===== src/rtl/rb_agu_pkg.sv =====
// rb_agu_pkg: shared types, default geometry and helpers for the row-buffer
// window address generator.
//   agu_state_e : frame-level FSM state
//   DEF_*       : default geometry used as parameter defaults by the top
//   CW/LW/BAW/EAW : column, line, BRAM-address and external-address widths
//                   for the default geometry
//   line_inc    : line index increment modulo the line-buffer depth
package rb_agu_pkg;

    localparam int unsigned DEF_MAX_WIDTH  = 1024;
    localparam int unsigned DEF_MAX_HEIGHT = 1024;
    localparam int unsigned DEF_RB_COUNT   = 4;
    localparam int unsigned DEF_KERNEL     = 3;

    localparam int unsigned CW  = $clog2(DEF_MAX_WIDTH);
    localparam int unsigned LW  = $clog2(DEF_RB_COUNT);
    localparam int unsigned BAW = LW + CW;
    localparam int unsigned EAW = $clog2(DEF_MAX_WIDTH * DEF_MAX_HEIGHT);

    typedef enum logic [1:0] {
        ST_IDLE = 2'd0,
        ST_RUN  = 2'd1,
        ST_FIN  = 2'd2
    } agu_state_e;

    // Wrapping increment; keeps line indices as a modulo counter, no divider.
    function automatic int unsigned line_inc(input int unsigned line,
                                             input int unsigned count);
        return (line + 1 >= count) ? 0 : line + 1;
    endfunction

endpackage


===== src/rtl/rb_window_agu_raster.sv =====
// rb_raster_ctr: raster-order (col,row) counter with runtime line width.
//   clk, rst      : clock, synchronous active-low reset
//   clr_i         : synchronous clear to (0,0)
//   adv_i         : advance one position
//   width_i       : active line width W (>=1)
//   row_max_i     : index of the last row
//   col_o, row_o  : current position
//   col_last_o    : col == W-1
//   last_o        : final position of the frame
module rb_raster_ctr #(
    parameter int unsigned CW = 10,
    parameter int unsigned RW = 11
) (
    input  logic          clk,
    input  logic          rst,
    input  logic          clr_i,
    input  logic          adv_i,
    input  logic [CW:0]   width_i,
    input  logic [RW-1:0] row_max_i,
    output logic [CW-1:0] col_o,
    output logic [RW-1:0] row_o,
    output logic          col_last_o,
    output logic          last_o
);

    logic [CW-1:0] col_q;
    logic [RW-1:0] row_q;
    logic          row_last;

    assign col_last_o = ({1'b0, col_q} == width_i - (CW+1)'(1));
    assign row_last   = (row_q == row_max_i);
    assign last_o     = col_last_o && row_last;
    assign col_o      = col_q;
    assign row_o      = row_q;

    always_ff @(posedge clk) begin
        if (!rst || clr_i) begin
            col_q <= '0;
            row_q <= '0;
        end else if (adv_i) begin
            if (col_last_o) begin
                col_q <= '0;
                row_q <= row_last ? '0 : row_q + RW'(1);
            end else begin
                col_q <= col_q + CW'(1);
            end
        end
    end

endmodule


===== src/rtl/rb_window_agu.sv =====
// rb_window_agu: row-buffer address generator for a KERNEL-row sliding window
// over a circular buffer of RB_COUNT BRAM lines, runtime frame size.
//   start/abort, cfg_width/cfg_height : frame control and geometry
//   busy, done, cfg_err               : frame status
//   ext_addr/ext_valid/ext_ready      : external pixel fetch (linear address)
//   wr_addr/wr_en                     : BRAM write port {line, col}
//   rd_col/rd_lines/rd_valid/rd_ready/rd_last : window read side
module rb_window_agu
    import rb_agu_pkg::*;
#(
    parameter int unsigned MAX_WIDTH    = DEF_MAX_WIDTH,
    parameter int unsigned MAX_HEIGHT   = DEF_MAX_HEIGHT,
    parameter int unsigned RB_COUNT     = DEF_RB_COUNT,
    parameter int unsigned KERNEL       = DEF_KERNEL,
    parameter int unsigned STALL_CYCLES = 1
) (
    input  logic                                  clk,
    input  logic                                  rst,
    input  logic                                  start,
    input  logic                                  abort,
    input  logic [$clog2(MAX_WIDTH):0]            cfg_width,
    input  logic [$clog2(MAX_HEIGHT):0]           cfg_height,
    output logic                                  busy,
    output logic                                  done,
    output logic                                  cfg_err,
    output logic [$clog2(MAX_WIDTH*MAX_HEIGHT)-1:0] ext_addr,
    output logic                                  ext_valid,
    input  logic                                  ext_ready,
    output logic [$clog2(RB_COUNT)+$clog2(MAX_WIDTH)-1:0] wr_addr,
    output logic                                  wr_en,
    output logic [$clog2(MAX_WIDTH)-1:0]          rd_col,
    output logic [KERNEL*$clog2(RB_COUNT)-1:0]    rd_lines,
    output logic                                  rd_valid,
    input  logic                                  rd_ready,
    output logic                                  rd_last
);

    localparam int unsigned C_W = $clog2(MAX_WIDTH);
    localparam int unsigned H_W = $clog2(MAX_HEIGHT) + 1;
    localparam int unsigned L_W = $clog2(RB_COUNT);
    localparam int unsigned B_W = L_W + C_W;
    localparam int unsigned E_W = $clog2(MAX_WIDTH * MAX_HEIGHT);
    localparam int unsigned P_W = B_W + 1;

    agu_state_e state_q, state_d;

    logic [C_W:0]   w_q;
    logic [H_W-1:0] h_q;
    logic           cfg_err_q;
    logic           fetch_done_q;
    logic [E_W-1:0] addr_q;
    logic [L_W-1:0] fline_q, rline_q;
    logic [H_W-1:0] rows_wr_q, rows_rd_q;

    logic           run, cfg_legal, start_ok, clr;
    logic           credit, ext_hs, rd_hs;
    logic [C_W-1:0] fcol, rcol;
    logic [H_W-1:0] frow, rrow;
    logic           fcol_last, f_last, rcol_last, r_last;
    logic [P_W-1:0] wr_pay, wr_p;
    logic           wr_v;

    assign cfg_legal = (cfg_width != '0) && (cfg_width <= (C_W+1)'(MAX_WIDTH)) &&
                       (cfg_height >= H_W'(KERNEL)) && (cfg_height <= H_W'(MAX_HEIGHT));
    assign start_ok  = (state_q == ST_IDLE) && start && !abort && cfg_legal;
    assign clr       = start_ok || abort;

    // ---------------- FSM ----------------
    always_ff @(posedge clk) begin
        if (!rst) state_q <= ST_IDLE;
        else      state_q <= state_d;
    end

    always_comb begin
        state_d = state_q;
        unique case (state_q)
            ST_IDLE: if (start_ok) state_d = ST_RUN;
            ST_RUN: begin
                if (abort)                  state_d = ST_IDLE;
                else if (rd_hs && rd_last)  state_d = ST_FIN;
            end
            ST_FIN:  state_d = ST_IDLE;
            default: state_d = ST_IDLE;
        endcase
    end

    always_comb begin
        run  = (state_q == ST_RUN);
        busy = run;
        done = (state_q == ST_FIN);
    end

    // ---------------- frame registers ----------------
    always_ff @(posedge clk) begin
        if (!rst) begin
            w_q       <= '0;
            h_q       <= '0;
            cfg_err_q <= 1'b0;
        end else begin
            cfg_err_q <= (state_q == ST_IDLE) && start && !abort && !cfg_legal;
            if (start_ok) begin
                w_q <= cfg_width;
                h_q <= cfg_height;
            end
        end
    end
    assign cfg_err = cfg_err_q;

    // ---------------- fetch side ----------------
    // Row fy may be fetched once rows_read + RB_COUNT > fy, i.e. its line is free.
    assign credit    = ({2'b0, frow} < {2'b0, rows_rd_q} + (H_W+2)'(RB_COUNT));
    assign ext_valid = run && !fetch_done_q && credit;
    assign ext_hs    = ext_valid && ext_ready;
    assign ext_addr  = addr_q;

    rb_raster_ctr #(.CW(C_W), .RW(H_W)) u_fetch_ctr (
        .clk        (clk),
        .rst        (rst),
        .clr_i      (clr),
        .adv_i      (ext_hs),
        .width_i    (w_q),
        .row_max_i  (h_q - H_W'(1)),
        .col_o      (fcol),
        .row_o      (frow),
        .col_last_o (fcol_last),
        .last_o     (f_last)
    );

    // Raster order makes y*W+x a plain running count of handshakes.
    always_ff @(posedge clk) begin
        if (!rst || clr) begin
            addr_q       <= '0;
            fetch_done_q <= 1'b0;
            fline_q      <= '0;
        end else if (ext_hs) begin
            addr_q <= addr_q + E_W'(1);
            if (f_last)    fetch_done_q <= 1'b1;
            if (fcol_last) fline_q <= L_W'(line_inc(32'(fline_q), RB_COUNT));
        end
    end

    // ---------------- write pipeline ----------------
    assign wr_pay = {fline_q, fcol, fcol_last};

    if (STALL_CYCLES == 0) begin : g_nostall
        assign wr_v = ext_hs;
        assign wr_p = wr_pay;
    end else begin : g_stall
        logic [STALL_CYCLES-1:0] v_q;
        logic [P_W-1:0]          p_q [STALL_CYCLES];

        always_ff @(posedge clk) begin
            if (!rst || abort) begin
                v_q <= '0;
                for (int unsigned i = 0; i < STALL_CYCLES; i++) p_q[i] <= '0;
            end else begin
                v_q[0] <= ext_hs;
                p_q[0] <= wr_pay;
                for (int unsigned i = 1; i < STALL_CYCLES; i++) begin
                    v_q[i] <= v_q[i-1];
                    p_q[i] <= p_q[i-1];
                end
            end
        end
        assign wr_v = v_q[STALL_CYCLES-1];
        assign wr_p = p_q[STALL_CYCLES-1];
    end

    assign wr_en   = wr_v;
    assign wr_addr = wr_p[P_W-1:1];

    // ---------------- read side ----------------
    rb_raster_ctr #(.CW(C_W), .RW(H_W)) u_read_ctr (
        .clk        (clk),
        .rst        (rst),
        .clr_i      (clr),
        .adv_i      (rd_hs),
        .width_i    (w_q),
        .row_max_i  (h_q - H_W'(KERNEL)),
        .col_o      (rcol),
        .row_o      (rrow),
        .col_last_o (rcol_last),
        .last_o     (r_last)
    );

    assign rd_valid = run && ({1'b0, rows_wr_q} >= {1'b0, rrow} + (H_W+1)'(KERNEL));
    assign rd_hs    = rd_valid && rd_ready;
    assign rd_last  = rd_valid && r_last;
    assign rd_col   = rcol;

    always_ff @(posedge clk) begin
        if (!rst || clr) begin
            rows_wr_q <= '0;
            rows_rd_q <= '0;
            rline_q   <= '0;
        end else begin
            if (wr_v && wr_p[0]) rows_wr_q <= rows_wr_q + H_W'(1);
            if (rd_hs && rcol_last) begin
                rows_rd_q <= rows_rd_q + H_W'(1);
                rline_q   <= L_W'(line_inc(32'(rline_q), RB_COUNT));
            end
        end
    end

    always_comb begin
        int unsigned tap;
        rd_lines = '0;
        tap      = 32'(rline_q);
        for (int unsigned k = 0; k < KERNEL; k++) begin
            rd_lines[k*L_W +: L_W] = run ? L_W'(tap) : '0;
            tap = line_inc(tap, RB_COUNT);
        end
    end

endmodule


===== config.mk =====
export PLATFORM = sky130hd
export DESIGN_NAME = rb_window_agu
export DESIGN_NICKNAME = d
export VERILOG_FILES = /design/src/rtl/rb_agu_pkg.sv /design/src/rtl/rb_window_agu_raster.sv /design/src/rtl/rb_window_agu.sv
export SDC_FILE = /design/constraint.sdc
export NUM_CORES = 1
export LEC_CHECK = 0
export BUFFER_PORTS_ARGS = -buffer_cell sky130_fd_sc_hd__buf_2
export CAP_MARGIN = 10
export CORE_MARGIN = 1.5
export CORE_UTILIZATION = 50
export DETAILED_ROUTE_END_ITERATION = 16
export HOLD_SLACK_MARGIN = 0.12
export PLACE_DENSITY = 0.81
export SYNTH_ARGS = -nofsm -noshare
export SYNTH_HDL_FRONTEND = slang
export SYNTH_SLANG_ARGS = --single-unit

===== constraint.sdc =====
create_clock -name clk -period 8 [get_ports clk]
set_input_delay 0.8 -clock clk [delete_from_list [all_inputs] [get_ports clk]]
set_output_delay 0.8 -clock clk [all_outputs]
set_load 0.02 [all_outputs]

==> results of run 1 <==
==> final cells by class <==
class	instances	share of cell area [%]
multi-input cells	741	55.34
flip-flops and latches	128	28.83
repair buffers	86	4.927
clock buffers	17	4.786
well taps	211	2.970
clock inverters	15	1.858
inverters	30	1.267
diodes	1	0.02815
==> synthesized netlist by cell type, drive strengths merged, types with 4 or more instances <==
library cell / n / area share, %
nor3b: 4 / 0.38
xor2: 40 / 4.4
nor2: 103 / 4.9
nand2b: 12 / 0.95
buf: 31 / 2.5
mux2i: 31 / 3.9
and2: 22 / 1.7
nand2: 63 / 3.0
o211ai: 5 / 0.47
and4: 8 / 0.88
or4: 19 / 1.8
o31ai: 13 / 1.2
and3: 21 / 1.7
clkbuf: 38 / 1.8
a31oi: 5 / 0.39
xnor2: 60 / 6.6
or3: 29 / 2.3
inv: 30 / 1.4
a211oi: 6 / 0.63
nor4: 17 / 1.3
nand3b: 5 / 0.47
a2111oi: 6 / 0.66
nand4: 18 / 1.8
or2: 6 / 0.47
a21oi: 57 / 3.6
nor3: 29 / 1.9
o21ai: 34 / 2.2
ha: 36 / 5.7
dfxtp: 128 / 32
o22ai: 5 / 0.39
nand3: 33 / 2.1
==> cell usage in the layout (no fill, tap or decap), types with 4 or more instances in the layout <==
master / instances
nor3b_1: 4
and3_1: 20
inv_1: 30
a211oi_1: 5
nand3_1: 33
o31ai_1: 13
a21oi_1: 56
buf_2: 83
nand3b_1: 5
a2111oi_0: 6
or2_2: 6
or4_1: 19
o21ai_0: 33
and2_1: 22
nand4_1: 16
o22ai_1: 5
nand2_1: 63
nor3_1: 28
dfxtp_1: 128
mux2i_1: 31
clkbuf_16: 17
xor2_1: 40
ha_1: 36
nand2b_1: 12
and4_1: 8
xnor2_1: 60
nor2_1: 103
inv_8: 5
inv_6: 6
a31oi_1: 5
or3_1: 29
nor4_1: 16
o211ai_1: 5
==> routing by layer <==
metal / GRT usage [%] / wire length [µm]
met1: 30.78 / 8645
met2: 37.46 / 8599
met3: 6.570 / 1280
met4: 10.58 / 681
met5: 0 / 13
==> power groups by stage <==
stage               logic, mW  clock network (mW)  registers (mW)
detailed placement     0.0827                   0           0.661
global placement       0.0810                   0           0.661
floorplan              0.0633                   0           0.656
global route           0.0933               0.819           0.647
CTS                    0.0835               0.790           0.646
finish                 0.0849               0.786           0.647
==> worst max-delay path by stage <==
stage / startpoint / end / slack (ns) / cells after the start
final: rows_rd_q[2] / u_fetch_ctr.row_o[1] / 3.61 / 14
after global routing: rows_rd_q[2] / u_fetch_ctr.row_o[5] / 3.17 / 14
after CTS: rows_rd_q[2] / u_fetch_ctr.row_o[4] / 3.18 / 13
after detailed placement: rows_rd_q[2] / u_fetch_ctr.row_o[1] / 3.18 / 13
after global placement: rows_rd_q[2] / u_fetch_ctr.row_o[1] / 3.34 / 13
after floorplan: rows_rd_q[2] / u_fetch_ctr.col_o[0] / 4.45 / 16
==> stage by stage <==
stage | power (mW) | instances | hold WS, ns | instance area [µm²]
after global placement | 0.7416 | 1195 | 0.4678 | 8290
after CTS | 1.520 | 1227 | 0.4824 | 8881
final | 1.518 | 1229 | 0.4815 | 8889
after global routing | 1.559 | 1228 | 0.5147 | 8886
after floorplan | 0.7195 | 968 | 0.4532 | 7931
after detailed placement | 0.7435 | 1195 | 0.4737 | 8290
==> sequential cells by signal, summed over array words and instances, names as in the netlist <==
| name | cells |
|---|---|
| cfg_err | 1 |
| ext_addr | 20 |
| u_fetch_ctr.row_o | 11 |
| w_q | 11 |
| state_q | 2 |
| rows_wr_q | 11 |
| u_read_ctr.row_o | 11 |
| h_q | 11 |
| g_stall.p_q | 13 |
| rline_q | 2 |
| u_read_ctr.col_o | 10 |
| u_fetch_ctr.col_o | 10 |
| wr_en | 1 |
| fetch_done_q | 1 |
| rows_rd_q | 11 |
| fline_q | 2 |
==> cells by family (layout without fill, tap and decap cells) <==
| group | count (synthesis) | after routing | synth area share [%] |
|---|---|---|---|
| compound gates | 168 | 168 | 13.77 |
| other cells | 0 | 1 | 0 |
| flops | 128 | 128 | 32.31 |
| fa+ha+maj | 37 | 37 | 5.805 |
| mux | 33 | 33 | 4.196 |
| xor+xnor | 100 | 100 | 11.04 |
| buf+inv | 99 | 148 | 5.758 |
| simple gates | 403 | 403 | 27.12 |
==> critical path: stages (launching register included) <==
cell	delay [ns]
dfxtp_1	0.41
ha_1	0.23
and3_1	0.23
and3_1	0.24
and3_1	0.21
xnor2_1	0.13
ha_1	0.29
a21oi_1	0.18
nand2_1	0.06
a2111oi_0	0.64
or2_2	0.45
nand4_4	0.36
o31ai_1	0.49
buf_2	0.28
nor2_1	0.07
==> summary.txt, run 1 <==
mapped cell area: 7931 µm²
vias in the first global route: 6667
R2R Path End: u_fetch_ctr.row_o[1]
R2R depth: 14
Final Hold Fails: 0
WP data arrival: 4.71 ns
wire per inst: 15.64 µm
CTS tree: done
largest net degree at the start of global routing: 42
Logic pwr share: 5.6%
CTS max path bufs: 2
Reg area: 2562 µm²
most common flop cell mapped by yosys: dfxtp_1
H-tree depth reported by CTS: 4
Max Cap Viol: 0
core footprint: 15370 µm²
DR pass1 iterations: 7
worst hold endpoint: rows_rd_q[1]
Worst Skew: 0.007869 ns
HP Class: reg -> reg
CP Capture Type: register
switch share: 26.37%
Die ar.: 16630 µm²
Setup TNS: 0 ns
first-pass GRT wire length: 31880 µm
ys async rst share: 0%
Hold Crit Depth: 2
CP max FO: 26
status: completed
Yosys warning count: 0
via count: 7201
VDD IR max: 0.1675 mV
initial antenna violation count: 1
Slew @ Worst Pin: 0.9775 ns
Post-DRT Antenna Nets: 0
Die Height: 128.9 µm
hpwl dp: 13750 µm
area of the multi-input gates: 4918 µm²
Flop pwr share: 42.6%
worst skew pair latency: 0.43 ns
Post-synth EDFFs: 0
final setup vio count: 0
max_slew headroom: 34.29%
GPL Wtd Cong: 0.8719
post-CTS setup buffer count: 0
PortBufs: 82
pre-CTS setup slack: 3.177 ns
Final #Nets: 1068
Iter 0 DRT Violations: 616
Final WS setup: 3.610 ns
cts bufs inserted: 17
FF-to-FF Start: rows_rd_q[2]
Layout fillers: 1345
critical path required time: 8.32 ns
post-layout util: 57.83%
Yosys reg bits: 128
Clock transition at path regs: 0.06 ns
Overall Global Routing Usage: 23.89%
share of cells above drive strength 1: 13.67%
DR vias/cell: 5.859
fin crit period: 4.390 ns
clock power share: 51.8%
pwr dens: 170.8 nW/µm²
RSZ-0062 raised after global routing: no
row cnt: 45
reg2reg setup slack: 3.61 ns
Setup CP Type: reg -> reg
Distinct cells, synth: 75
sw power: 400.3 µW
Mapped Avg Cell Area: 8.194 µm²
Starting Density: 51.60%
achievable frequency: 227.8 MHz
LEAKAGE: 3.511 nW
Remaining Overflow, GRT: 0
I/O Pins: 83
post-CTS resize count: 0
DIE WIDTH: 128.9 µm
Pins Over Slew Limit: 0
root buffer cell: clkbuf_16
Int Power: 1.118 mW
P&R area growth vs syn: 12.07%
period utilization: 54.88%
worst hold start: rows_rd_q[1]
Routed WL: 19220 µm
sequential cell area fraction in the yosys report: 32.31%
synthesized net count: 1032
Cells after Synth: 968
Post-route DRC: 0
CP Launch Type: register
Post-CTS Hold Buffers: 0
Num Clock Sinks: 128
(Power assumes the default switching activity.)
==> inputs of run 2 (changes only) <==
ABC_AREA = 1   (was default)
PLACE_DENSITY = 0.84   (was 0.81)
clock period = 3.8 ns   (was 8 ns; I/O delays follow)
==> run 2 against run 1 <==
  * Critical path type is now reg -> out
  * Design area up 10%
  * Total power is 130% higher
  * Core utilization shrank 0.75 points
  * Hold slack got worse by 0.24 ns
  * Via count increased by 20%
  * Highest routed layer is now met4
  * Sequential cell count is the same
  * Worst setup slack got worse by 3.4 ns
==> summary.txt, run 2 <==
cts bufs inserted: 17
fin crit period: 3.558 ns
HP Class: in -> reg
Overall Global Routing Usage: 26.17%
critical path required time: 3.42 ns
achievable frequency: 281.0 MHz
Post-route DRC: 0
CTS tree: done
H-tree depth reported by CTS: 4
Power, Total: 3.429 mW
CP Launch Type: register
I/O Pins: 83
worst skew pair latency: 0.44 ns
Mapped Avg Cell Area: 6.578 µm²
initial antenna violation count: 0
share of cells above drive strength 1: 13.15%
top-area cell type share of the netlist area: 29.33%
Setup TNS: 0 ns
Max Cap Viol: 0
Routed WL: 23250 µm
Final #Nets: 1450
DR vias/cell: 5.333
Pins Over Slew Limit: 0
WP data arrival: 3.18 ns
Iter 0 DRT Violations: 657
Cells after Synth: 1328
sequential cell area fraction in the yosys report: 29.33%
largest net degree at the start of global routing: 55
most common flop cell mapped by yosys: dfxtp_1
most frequent cells in the layout: nand2_1, inv_1, nor2_1
max_slew headroom: 57.14%
Yosys warning count: 0
commonest non-fill, non-tap cell in the layout: nand2_1
Starting Density: 50.86%
period utilization: 93.64%
via count: 8661
Yosys reg bits: 128
top-count cell post-synth: nand2_1
Num Clock Sinks: 128
LEAKAGE: 4.159 nW
Setup CP Type: reg -> out
ANT cells: 0
met2 Track Usage GR: 44.50%
CP max FO: 7
RSZ-0062 raised after global routing: no
max reg flops: 20
CTS max path bufs: 2
Remaining Overflow, GRT: 0
Post-DRT Antenna Nets: 0
met3 usage in global routing: 5.799%
GPL Wtd Cong: 0.9539
Final WS setup: 0.2419 ns
Slew @ Worst Pin: 0.6429 ns
hpwl dp: 17180 µm
Distinct cells, synth: 42
wire per inst: 14.32 µm
vias in the first global route: 8262
final setup vio count: 0
Synth area leader: dfxtp_1
first-pass GRT wire length: 38190 µm
P&R area growth vs syn: 12.23%
Post-synth EDFFs: 0
root buffer cell: clkbuf_16
post-layout util: 57.08%
VDD IR max: 0.3198 mV
met1 Usage GRT: 31.10%
PortBufs: 82
row cnt: 48
Post-CTS Hold Buffers: 0
Clock transition at path regs: 0.06 ns
Die ar.: 18270 µm²
pwr dens: 349.7 nW/µm²
Final Hold Fails: 0
ys async rst share: 0%
status: completed
Die Height: 135.2 µm
synthesized net count: 1392
pre-CTS setup slack: 0.5274 ns
mapped cell area: 8736 µm²
DR pass1 iterations: 5
CP Capture Type: output port
Worst Skew: 0.01083 ns
synth cell count leaders: nand2_1, inv_1, nor2_1, dfxtp_1, nand3_1
Synth area leaders: dfxtp_1, nand2_1, inv_1
most used routing layer: met2
core footprint: 17180 µm²
DIE WIDTH: 135.2 µm
## run 2: path summary, 6_finish.rpt
check	start	endpoint	slack (ns)	cells past startpoint
max	u_read_ctr.row_o[0]	rd_last	0.24	18
min	abort	cfg_err	0.24	4
max reg2reg	u_read_ctr.row_o[0]	u_read_ctr.col_o[3]	0.49	19
min reg2reg	fline_q[1]	g_stall.p_q[0][12]	0.45	2
## run 2: worst max-delay path: stages, from the launching register on
cell     delay (ns)
dfxtp_1        0.43
inv_1          0.15
ha_1           0.26
nor2_2         0.16
nand3_1        0.14
nor4_2         0.21
xnor2_1        0.10
ha_1           0.32
inv_1          0.05
nor2_1         0.10
nand2_1        0.06
nand2_1        0.05
nand2_1        0.05
nand2_1        0.09
nand2_1        0.06
inv_1          0.07
nand3_1        0.09
nor2_1         0.15
buf_2          0.19
## run 2: layout make-up
class | instances | area [µm²]
fill | 1618 | 7372
tap | 225 | 281.5
multi-input combinational | 985 | 5256
sequential | 128 | 2562
inverter | 163 | 611.8
clock buffer | 18 | 439.2
timing repair buffer | 91 | 478.0
clock inverter | 14 | 175.2
## run 2: stage by stage
step | hold slack [ns] | std cells | cell area [µm²]
4_1_cts | 0.2389 | 1624 | 9796
3_3_place_gp | 0.4431 | 1592 | 9181
2_1_floorplan | 0.4253 | 1328 | 8736
6_report | 0.2387 | 1624 | 9804
5_1_grt | 0.2678 | 1624 | 9804
3_5_place_dp | 0.4521 | 1592 | 9181
## run 2: kinds of logic (layout without fill, tap and decap cells)
group	count (synthesis)	after routing	share of synthesized area (%)
buffers and inverters	215	286	10.63
adders and majority gates	36	36	5.156
and+or+nand+nor	722	722	37.68
DFF	128	128	29.33
AOI/OAI and AO/OA	147	147	8.852
xor gates and xnor gates	80	80	8.350
## run 2: layer usage
| metal | vias up | part of all wire, % |
|---|---|---|
| met1 | 3933 | 43 |
| met2 | 287 | 48 |
| met5 | - | 0 |
| li1 | 4369 | - |
| met4 | 0 | 3.6 |
| met3 | 72 | 6.0 |
## run 2: report_power, final
| part | switching (mW) | internal, mW |
|---|---|---|
| combinational | 0.234 | 0.108 |
| clock | 0.663 | 1.06 |
| sequential | 0.0140 | 1.35 |
## run 2: repair_timing
item | 4_1_cts | 5_1_grt
buffers inserted | 0 | 0
gates resized for setup | 0 | 2
endpoints found under the setup margin | 0 | 1
==> inputs of run 3 (changes only) <==
CTS_CLUSTER_DIAMETER = 200   (was default)
GPL_TIMING_DRIVEN = 0   (was default)
==> run 3 against run 2 <==
  * Combinational power up 3%
  * Critical path depth is the same
  * Sequential cell count stayed put
  * Total power up 1.0%
  * Non-clock buffer count is 43 higher
  * Sequential power about the same
  * Global-route usage increased by 0.80 points
  * Die area unchanged
  * Register-to-register slack better by 0.10 ns
  * Clock power hardly changed
  * Design area increased by 2.8%
==> summary.txt, run 3 (same netlist as run 2, synthesis figures left out) <==
CP Launch Type: register
hpwl dp: 18500 µm
initial antenna violation count: 0
Routed WL: 24170 µm
CP most frequent cell: nand2_1
critical path required time: 3.42 ns
P&R area growth vs syn: 15.34%
worst skew pair latency: 0.43 ns
row cnt: 48
Final #Nets: 1493
wire per inst: 14.50 µm
share of cells above drive strength 1: 14.98%
Starting Density: 50.86%
I/O Pins: 83
Setup CP Type: reg -> out
vias in the first global route: 8204
CTS max path bufs: 2
Final Hold Fails: 0
Hold Crit Depth: 4
DR vias/cell: 5.358
first-pass GRT wire length: 39190 µm
Clock transition at path regs: 0.06 ns
H-tree depth reported by CTS: 4
core footprint: 17180 µm²
Die ar.: 18270 µm²
reg2reg setup slack: 0.59 ns
max_slew headroom: 57.80%
Die Height: 135.2 µm
max reg flops: 20
R2R Path End: u_read_ctr.col_o[4]
max incr delay on CP: 0.39 ns
FF-to-FF Start: u_read_ctr.row_o[0]
HP Class: in -> reg
Iter 0 DRT Violations: 595
VDD IR max: 0.4196 mV
pwr dens: 343.7 nW/µm²
met2 WL: 11520 µm
worst hold start: abort
crit-path cells: inv_1, ha_1, nor2_2, nand3_2, nor4_4, xnor2_1, ha_1, inv_1, nor2_1, nand2_1, nand2_1, nand2_1, nand2_1, nand2_1, inv_1, nand3_1, nor2_1, buf_2
post-CTS setup buffer count: 0
Max Cap Viol: 0
Power, Total: 3.463 mW
Worst Skew: 0.01085 ns
worst hold endpoint: cfg_err
slowest library cell on the worst path: dfxtp_2
Num Clock Sinks: 128
Met3 Wirelength: 1662 µm
achievable frequency: 277.6 MHz
most frequent cells in the layout: nand2_1, inv_1, nor2_1
cts bufs inserted: 17
ANT cells: 0
Pins Over Slew Limit: 0
Post-CTS Hold Buffers: 0
status: completed
fin crit period: 3.602 ns
CTS tree: done
Post-DRT Antenna Nets: 0
Slew @ Worst Pin: 0.6330 ns
top sig layer: met4
PortBufs: 82
LEAKAGE: 4.341 nW
R2R depth: 19
via count: 8931
DR pass1 iterations: 6
WP data arrival: 3.22 ns
DIE WIDTH: 135.2 µm
Layout fillers: 1609
final setup vio count: 0
CP max FO: 7
commonest non-fill, non-tap cell in the layout: nand2_1
Overall Global Routing Usage: 26.98%
CP Capture Type: output port
Post-route DRC: 0
Setup TNS: 0 ns
GPL Wtd Cong: 0.9603
period utilization: 94.80%
largest net degree at the start of global routing: 17
placed insts: 1635
root buffer cell: clkbuf_16
Remaining Overflow, GRT: 0
final cell count without fillers: 1667
RSZ-0062 raised after global routing: no
M1 WL: 10450 µm
## run 3: cell types whose count changed in the layout (fill, tap and decap cells not counted), moves of 2 or more
cell,delta
clkinv_2,-3
clkinv_4,+2
inv_8,+2
buf_2,+19
clkbuf_1,+12
buf_6,+3
buf_4,+8
## run 3: layout make-up
type                            instances  area, µm²  area share, %
Sequential cell                       128       2564          25.44
Tap cell                              225      281.5          2.794
Clock inverter                         15      198.9          1.974
Inverter                              163      611.8          6.072
Multi-Input combinational cell        985       5268          52.28
Clock buffer                           17      425.4          4.222
Buffer                                 52      316.6          3.142
Timing Repair Buffer                   82      410.4          4.073
## run 3: report_power, final
part | leakage [nW] | internal, mW | switching [mW]
registers | 1.03 | 1.35 | 0.0125
clock network | 0.303 | 1.05 | 0.694
logic | 3.00 | 0.110 | 0.241
total | 4.34 | 2.52 | 0.948
## run 3: worst max path at each step
stage | start | endpoint | slack, ns | cells after the start
3_3_place_gp | u_read_ctr.row_o[0] | rd_last | 0.50 | 18
4_1_cts | u_read_ctr.row_o[0] | rd_last | 0.06 | 18
3_5_place_dp | u_read_ctr.row_o[0] | rd_last | 0.47 | 18
2_1_floorplan | u_read_ctr.row_o[0] | rd_last | 0.81 | 17
5_1_grt | u_read_ctr.row_o[0] | rd_last | 0.02 | 18
6_report | u_read_ctr.row_o[0] | rd_last | 0.20 | 18
## run 3: stage by stage
step	util, %	setup slack, ns	cell area, µm²	hold slack [ns]
2_1_floorplan	-	0.8109	8736	0.4253
3_3_place_gp	54.89	0.4997	9428	0.4391
3_5_place_dp	54.89	0.4722	9428	0.4421
4_1_cts	58.56	0.06244	10060	0.2283
5_1_grt	58.66	0.02288	10080	0.2558
6_report	58.66	0.1976	10080	0.2495
## run 3: layer usage
metal	vias up	global-route usage [%]
met5	-	0
met4	0	9.200
met3	47	5.200
met2	314	46.74
met1	4117	33.48
li1	4453	-
## run 3: repair_timing
| item | in CTS | in global routing |
|---|---|---|
| setup endpoints to repair | 1 | 1 |
| gates resized for setup | 1 | 4 |
| pin swaps | 0 | 0 |
## run 3: worst max-delay path: cells and delay by family (launching register included)
family / cells / cell delay (ns)
DFF: 1 / 0.39
adders and majority gates: 2 / 0.60
and+or+nand+nor: 11 / 1.19
buffers and inverters: 4 / 0.45
xor gates and xnor gates: 1 / 0.13
